===== src/rtl/mult_bus_master.sv =====
// mult_bus_master: bus initiator that runs a 16x16 multiply job on the
// memory-mapped multiplier peripheral. The job comes in on a valid/ready
// request port. The block writes A and B, pulses init, polls done with a
// gap between polls, then reads the 32-bit product. It returns the product,
// or a timeout flag, on a valid/ready response port.
// Moore machine: every bus and handshake output decodes state_q and the
// datapath registers only. No input reaches an output combinationally.
module mult_bus_master #(
  parameter logic [31:0] BASE_ADDR     = 32'h0000_0000,
  parameter int          POLL_GAP      = 4,
  parameter int          TIMEOUT_POLLS = 1024
) (
  input  logic        clk,
  input  logic        reset,
  input  logic        req_valid,
  output logic        req_ready,
  input  logic [15:0] req_a,
  input  logic [15:0] req_b,
  output logic        rsp_valid,
  input  logic        rsp_ready,
  output logic [31:0] rsp_result,
  output logic        rsp_timeout,
  output logic        busy,
  output logic        bus_cs,
  output logic [31:0] bus_addr,
  output logic        bus_rd,
  output logic        bus_wr,
  output logic [31:0] bus_wdata,
  input  logic [31:0] bus_rdata
);

  // Register offsets inside the peripheral window
  localparam logic [31:0] OFS_A    = 32'h04;
  localparam logic [31:0] OFS_B    = 32'h08;
  localparam logic [31:0] OFS_INIT = 32'h0C;
  localparam logic [31:0] OFS_RES  = 32'h10;
  localparam logic [31:0] OFS_DONE = 32'h14;

  // The poll counter must be able to hold TIMEOUT_POLLS itself
  localparam int PCW = $clog2(TIMEOUT_POLLS + 1);
  // The gap counter only needs to reach POLL_GAP-1
  localparam int GCW = (POLL_GAP > 1) ? $clog2(POLL_GAP) : 1;

  localparam logic [PCW-1:0] POLL_LAST = PCW'(TIMEOUT_POLLS - 1);
  localparam logic [GCW-1:0] GAP_LAST  = GCW'((POLL_GAP > 0) ? POLL_GAP - 1 : 0);
  localparam bit             HAS_GAP   = (POLL_GAP > 0);

  localparam logic [3:0] S_IDLE     = 4'd0;
  localparam logic [3:0] S_WR_A     = 4'd1;
  localparam logic [3:0] S_WR_B     = 4'd2;
  localparam logic [3:0] S_INIT1    = 4'd3;
  localparam logic [3:0] S_INIT0    = 4'd4;
  localparam logic [3:0] S_GAP      = 4'd5;
  localparam logic [3:0] S_RD_DONE  = 4'd6;
  localparam logic [3:0] S_CHK_DONE = 4'd7;
  localparam logic [3:0] S_RD_RES   = 4'd8;
  localparam logic [3:0] S_CAP_RES  = 4'd9;
  localparam logic [3:0] S_RESP     = 4'd10;

  logic [3:0]     state_q,    state_d;
  logic [15:0]    a_q,        a_d;
  logic [15:0]    b_q,        b_d;
  logic [PCW-1:0] poll_cnt_q, poll_cnt_d;
  logic [GCW-1:0] gap_cnt_q,  gap_cnt_d;
  logic [31:0]    result_q,   result_d;
  logic           timeout_q,  timeout_d;

  // Choose the next state and update the datapath registers
  always_comb begin
    state_d    = state_q;
    a_d        = a_q;
    b_d        = b_q;
    poll_cnt_d = poll_cnt_q;
    gap_cnt_d  = gap_cnt_q;
    result_d   = result_q;
    timeout_d  = timeout_q;
    case (state_q)
      S_IDLE: begin
        if (req_valid) begin
          a_d        = req_a;
          b_d        = req_b;
          poll_cnt_d = '0;
          gap_cnt_d  = '0;
          state_d    = S_WR_A;
        end
      end
      S_WR_A:  state_d = S_WR_B;
      S_WR_B:  state_d = S_INIT1;
      S_INIT1: state_d = S_INIT0;
      S_INIT0: begin
        gap_cnt_d = '0;
        state_d   = HAS_GAP ? S_GAP : S_RD_DONE;
      end
      S_GAP: begin
        if (gap_cnt_q == GAP_LAST) begin
          gap_cnt_d = '0;
          state_d   = S_RD_DONE;
        end else begin
          gap_cnt_d = gap_cnt_q + GCW'(1);
        end
      end
      S_RD_DONE: state_d = S_CHK_DONE;
      S_CHK_DONE: begin
        // The peripheral registers read data, so the done bit arrives here,
        // one cycle after the read strobe. Bits 31:1 are not meaningful.
        if (bus_rdata[0]) begin
          state_d = S_RD_RES;
        end else begin
          poll_cnt_d = poll_cnt_q + PCW'(1);
          if (poll_cnt_q == POLL_LAST) begin
            result_d  = '0;
            timeout_d = 1'b1;
            state_d   = S_RESP;
          end else begin
            gap_cnt_d = '0;
            state_d   = HAS_GAP ? S_GAP : S_RD_DONE;
          end
        end
      end
      S_RD_RES: state_d = S_CAP_RES;
      S_CAP_RES: begin
        result_d  = bus_rdata;
        timeout_d = 1'b0;
        state_d   = S_RESP;
      end
      S_RESP: begin
        if (rsp_ready) state_d = S_IDLE;
      end
      default: state_d = S_IDLE;
    endcase
  end

  // State and datapath registers; reset drops any job in flight
  always_ff @(posedge clk) begin
    if (reset) begin
      state_q    <= S_IDLE;
      a_q        <= '0;
      b_q        <= '0;
      poll_cnt_q <= '0;
      gap_cnt_q  <= '0;
      result_q   <= '0;
      timeout_q  <= 1'b0;
    end else begin
      state_q    <= state_d;
      a_q        <= a_d;
      b_q        <= b_d;
      poll_cnt_q <= poll_cnt_d;
      gap_cnt_q  <= gap_cnt_d;
      result_q   <= result_d;
      timeout_q  <= timeout_d;
    end
  end

  // Decode the bus strobes and handshakes from the current state
  always_comb begin
    bus_cs    = 1'b0;
    bus_rd    = 1'b0;
    bus_wr    = 1'b0;
    bus_addr  = '0;
    bus_wdata = '0;
    case (state_q)
      S_WR_A: begin
        bus_cs    = 1'b1;
        bus_wr    = 1'b1;
        bus_addr  = BASE_ADDR + OFS_A;
        bus_wdata = {16'b0, a_q};
      end
      S_WR_B: begin
        bus_cs    = 1'b1;
        bus_wr    = 1'b1;
        bus_addr  = BASE_ADDR + OFS_B;
        bus_wdata = {16'b0, b_q};
      end
      S_INIT1: begin
        bus_cs    = 1'b1;
        bus_wr    = 1'b1;
        bus_addr  = BASE_ADDR + OFS_INIT;
        bus_wdata = 32'h1;
      end
      S_INIT0: begin
        bus_cs    = 1'b1;
        bus_wr    = 1'b1;
        bus_addr  = BASE_ADDR + OFS_INIT;
        bus_wdata = 32'h0;
      end
      S_RD_DONE: begin
        bus_cs   = 1'b1;
        bus_rd   = 1'b1;
        bus_addr = BASE_ADDR + OFS_DONE;
      end
      S_RD_RES: begin
        bus_cs   = 1'b1;
        bus_rd   = 1'b1;
        bus_addr = BASE_ADDR + OFS_RES;
      end
      default: ;
    endcase
  end

  assign req_ready   = (state_q == S_IDLE);
  assign busy        = (state_q != S_IDLE);
  assign rsp_valid   = (state_q == S_RESP);
  assign rsp_result  = result_q;
  assign rsp_timeout = timeout_q;

endmodule


===== config.mk =====
export PLATFORM = sky130hd
export DESIGN_NAME = mult_bus_master
export DESIGN_NICKNAME = d
export VERILOG_FILES = /design/src/rtl/mult_bus_master.sv
export SDC_FILE = /design/constraint.sdc
export NUM_CORES = 1
export LEC_CHECK = 0
export ABC_AREA = 1
export BUFFER_PORTS_ARGS = -buffer_cell sky130_fd_sc_hd__buf_4
export CAP_MARGIN = 10
export CORE_ASPECT_RATIO = 2
export CORE_MARGIN = 2
export CORE_UTILIZATION = 51
export DETAILED_ROUTE_END_ITERATION = 16
export PLACE_DENSITY_LB_ADDON = 0.12
export SYNTH_ARGS = -nofsm -noshare
export SYNTH_HDL_FRONTEND = slang
export SYNTH_SLANG_ARGS = --single-unit
export TNS_END_PERCENT = 1

===== constraint.sdc =====
create_clock -name clk -period 4.9 [get_ports clk]
set_clock_uncertainty 0.1 [all_clocks]
set_input_delay 0.245 -clock clk [delete_from_list [all_inputs] [get_ports clk]]
set_output_delay 0.245 -clock clk [all_outputs]
set_load 0.02 [all_outputs]

# == After elaboration in Yosys (flattened, before gate mapping) ==
# Cells that the tools add are included.
# word_totals
latch_bits,0
word_cells,66
romBits,0
ram_bits,0
ff_bits,82
n_memories,0
# op_classes
div_mod_pow,0
shift,0
n_bitwise,0
add_sub_neg,2
n_eq_ne,18
magnitude_cmp,0
multipliers,0
n_reduce_logical,14
mux,25
# op_table
cell,n
two-way mux 32 bit,2
case mux 32 bit (2 select lines),1
case mux 16 bit (3 select lines),1
case mux 4 bit (11 select lines),1
case mux 5 bit (5 select lines),1
two-way mux 11 bit,2
case mux 11 bit (2 select lines),1
two-way mux 4 bit,5
== test 4 x 3 -> 1 bit (second input constant),4
== test 4 bit (second input constant),3
adder 11 x 1 -> 11 bit (second input constant),1
== test 11 x 10 -> 1 bit (second input constant),1
inequality test 2 bit (second input constant),5
AND reduction 3 bit,3
== test 4 x 2 -> 1 bit (second input constant),2
two-way mux 2 bit,4
case mux 2 bit (4 select lines),1
nonzero test 4 bit,2
OR reduction 6 bit,1
two-way mux 1 bit,5
== test 4 x 1 -> 1 bit (second input constant),1
logical NOT 4 bit,1
AND reduction 4 bit,1
nonzero test 2 bit,2
other kinds (7),8

# == Longest topological paths before layout ==
# depth
depth_word,4
depth_mapped,9
ltp_nobuf,9

# == Worst setup path before layout ==
# OpenSTA, ideal clock, no wires.
# synth_timing
path_type,reg2out
start,register state_q[1]
end,output bus_wdata[10]
arrival_ns,1.363
path_stages_with_launch,6
t_required_ns,4.555
path_slack_ns,3.192
path_cell_list,dfxtp_1 -> inv_1 -> nor2_1 -> nand2_1 -> buf_2 -> o22ai_1
# synth_between
elab_chain_len,2
# synth_rtl
item,line_no,rtl
start: declaration,60,"logic [3:0] state_q, state_d;"
start signal: assignment,144,state_q <= state_d;
== test 4 x 2 -> 1 bit / == test 4 x 1 -> 1 bit (equally long branches),161,case (state_q)
case mux 16 bit (3 select lines) (*),161,
end: declaration,28,"output logic [31:0] bus_wdata,"
# Every way passes the cells marked *; elsewhere a longest branch is shown, timed or not.

# == Final worst setup path ==
# layout_timing
start,register state_q[1]
end,output bus_wdata[7]
# The elaborated chain is that of the path after synthesis.

==> flow_metrics.tcl <==
set metrics [dict create \
    status "finished clean" \
    n_antenna_cell 0 \
    crit_type "reg -> out" \
    cts_root_buf "clkbuf_16" \
    gr-total-overflow 0 \
    drt-total-wl_um 8670 \
    yosysUniqueCellTypes 33 \
    nNetsFinal 699 \
    vias_per_cell 4.90 \
    final_cell_mix "126 x buf_4, 105 x nand2_1, 82 x dfxtp_1" \
    initial_core_util_pct 52.8 \
    clock_tree.htree_level_count 3 \
    antenna_found_initial 0 \
    maxSlewViolCount 0 \
    synthTopCellsByArea "dfxtp_1 43%, nand2_1 10%, a21oi_1 10%" \
    ios 171 \
    setup_viol 0 \
    max-clock-path-buffers 2 \
    grt_pass1_vias 3270 \
    grt_max_degree 67 \
    port_buffers 125 \
    crit_start "state_q[1]$_SDFFE_PP0P_" \
    power.switching_mw 0.439 \
    cts_setup_buffers 0 \
    finalHoldViolCount 0 \
    multi_input_area_um2 1670 \
    dieHeight_um 127 \
    hold_depth 3 \
    post_cts_resized 0 \
    cp-end-kind "primary output" \
    drt_first_pass_iters 5 \
    grt_pass1_wl_um 13900 \
    min_from "bus_rdata[9]" \
    n_fill_cell 682 \
    r2r_setup_slack_ns 2.81 \
    setup_ws_ns 2.51 \
    synth_area_um2 3830 \
    synthCells 517 \
    dpl.hpwl_um 6500 \
    drc 0 \
    dieArea_um2 8270 \
    worst_pin_slew_ns 0.887 \
    reg2reg_to "poll_cnt_q[8]$_SDFFE_PP0P_" \
    leakagePower_nw 2.15 \
    synth_seq_cells 82 \
    track_usage_pct 21.0 \
    core_um2 7270 \
    drt-initial-drc-count 262 \
    hold_buffers 0 \
    peakVddDrop_mv 0.237 \
    min_path_type "in -> reg" \
    row_count 44 \
    path_clk_slew_ns 0.06 \
    max_slew_margin_pct 40.8 \
    fin_crit_sh_pct 48.7 \
    rsz0062_at_grt "false" \
    critPathArrivalTime_ns 2.04 \
    worst_hold_path.endpoint "rsp_result[9]$_SDFFE_PP0P_" \
    clk_latency_ns 0.33 \
    r2r-start "state_q[0]$_SDFFE_PP0P_" \
    wire_per_inst_um 11.9 \
    final_common_cell "buf_4" \
    required_ns 4.55 \
    fmaxAchievable_mhz 419 \
    power_density_nw_per_um2 328 \
    drive_gt1_share_pct 25.7 \
    yosysSeqAreaShare_pct 42.8 \
    p_sw_share_pct 27.5 \
    seq_area_um2 1640 \
    ff2ff_path_depth 8 \
    synth_warnings 0 \
    fp.dieW_um 65.3 \
    whs_ns 0.0746 \
    internal_power_mw 1.16 \
    crit_path_start_kind "flip-flop" \
    period_needed_ns 2.39 \
    yosys.area.top_type "dfxtp_1" \
    drv_cap 0 \
    pwr-share-seq_pct 45.1 \
    path_max_fanout 16 \
    ant_nets 0 \
    setup_tns_ns 0 \
    synth_top_cell_area_share_pct 42.8 \
    place_ws_ns 2.82 \
    avgSynthCellArea_um2 7.42 \
    cts_tree "yes" \
    area_growth_pct 26.7 \
    gp_congestion 0.924 \
    cts_inserted_buffers 9 \
    cts_num_sinks 82 \
    clockPowerShare_pct 38.0 \
    comb_power_share_pct 16.9 \
    vias 3554 \
]
==> per-layer routing <==
metal  part of all wire, %  global-route usage (%)
met1                    38                    22.0
met2                    53                    36.9
met3                   7.2                    6.74
met4                   2.3                    9.80
met5                     0                       0
==> metrics by stage <==
stage	instances	instance area (µm²)	total power [mW]	util, %
after CTS	726	4860	1.61	66.8
final	726	4860	1.59	66.8
after global placement	710	4590	0.996	63.1
after detailed placement	710	4590	1.00	63.1
after floorplan	561	4000	0.937	-
after global routing	726	4860	1.67	66.8
==> area by class of cell <==
type                       count  area share [%]
timing repair buffer         126            19.5
clock inverter                 6           0.670
tap                           92            2.37
multi-input combinational    353            34.4
sequential                    82            33.8
clock buffer                  10            4.92
inverter                      57            4.40
==> cell usage after synthesis, drive strengths merged <==
library cell / count
nand2: 114
dfxtp: 82
a21oi: 77
buf: 59
inv: 57
o21ai: 38
nor2: 29
o22ai: 15
nand3: 14
clkbuf: 10
nand4: 5
nand3b: 3
a31oi: 2
ha: 2
nor3: 2
o21bai: 2
or2: 2
and3: 1
conb: 1
nor3b: 1
o221ai: 1
==> logic make-up after synthesis <==
family | count (synthesis) | synth area share, %
AND/OR/NAND/NOR | 171 | 20.1
AO/OA/AOI/OAI | 135 | 18.4
buffers and inverters | 126 | 18.0
flip-flops | 82 | 42.8
adder cells (fa/ha/maj) | 2 | 0.653
other | 1 | 0.0978
==> sequential cells by signal, indices dropped and copies added, names as in the netlist <==
signal       count
poll_cnt_q      11
b_q             16
rsp_result      32
state_q          4
gap_cnt_q        2
rsp_timeout      1
a_q             16
==> critical path: stages, from the launching register on <==
cell	delay [ns]
dfxtp_1	0.46
inv_1	0.17
nor2_1	0.17
nand2_1	0.38
o22ai_1	0.35
buf_4	0.19
==> worst max path at each step <==
stage,end,cells after the start
global placement,poll_cnt_q[8]$_SDFFE_PP0P_,8
global route,bus_wdata[0],5
floorplan,bus_wdata[10],5
CTS,bus_wdata[0],5
detailed placement,rsp_result[23]$_SDFFE_PP0P_,7
finish,bus_wdata[7],5
==> power groups by stage <==
| stage | sequential (mW) | combinational, mW | clock [mW] |
|---|---|---|---|
| floorplan | 0.728 | 0.209 | 0 |
| global placement | 0.733 | 0.264 | 0 |
| detailed placement | 0.734 | 0.268 | 0 |
| CTS | 0.719 | 0.269 | 0.621 |
| global route | 0.723 | 0.298 | 0.648 |
| finish | 0.719 | 0.269 | 0.605 |
No activity file was read; power rests on OpenSTA's default activity.
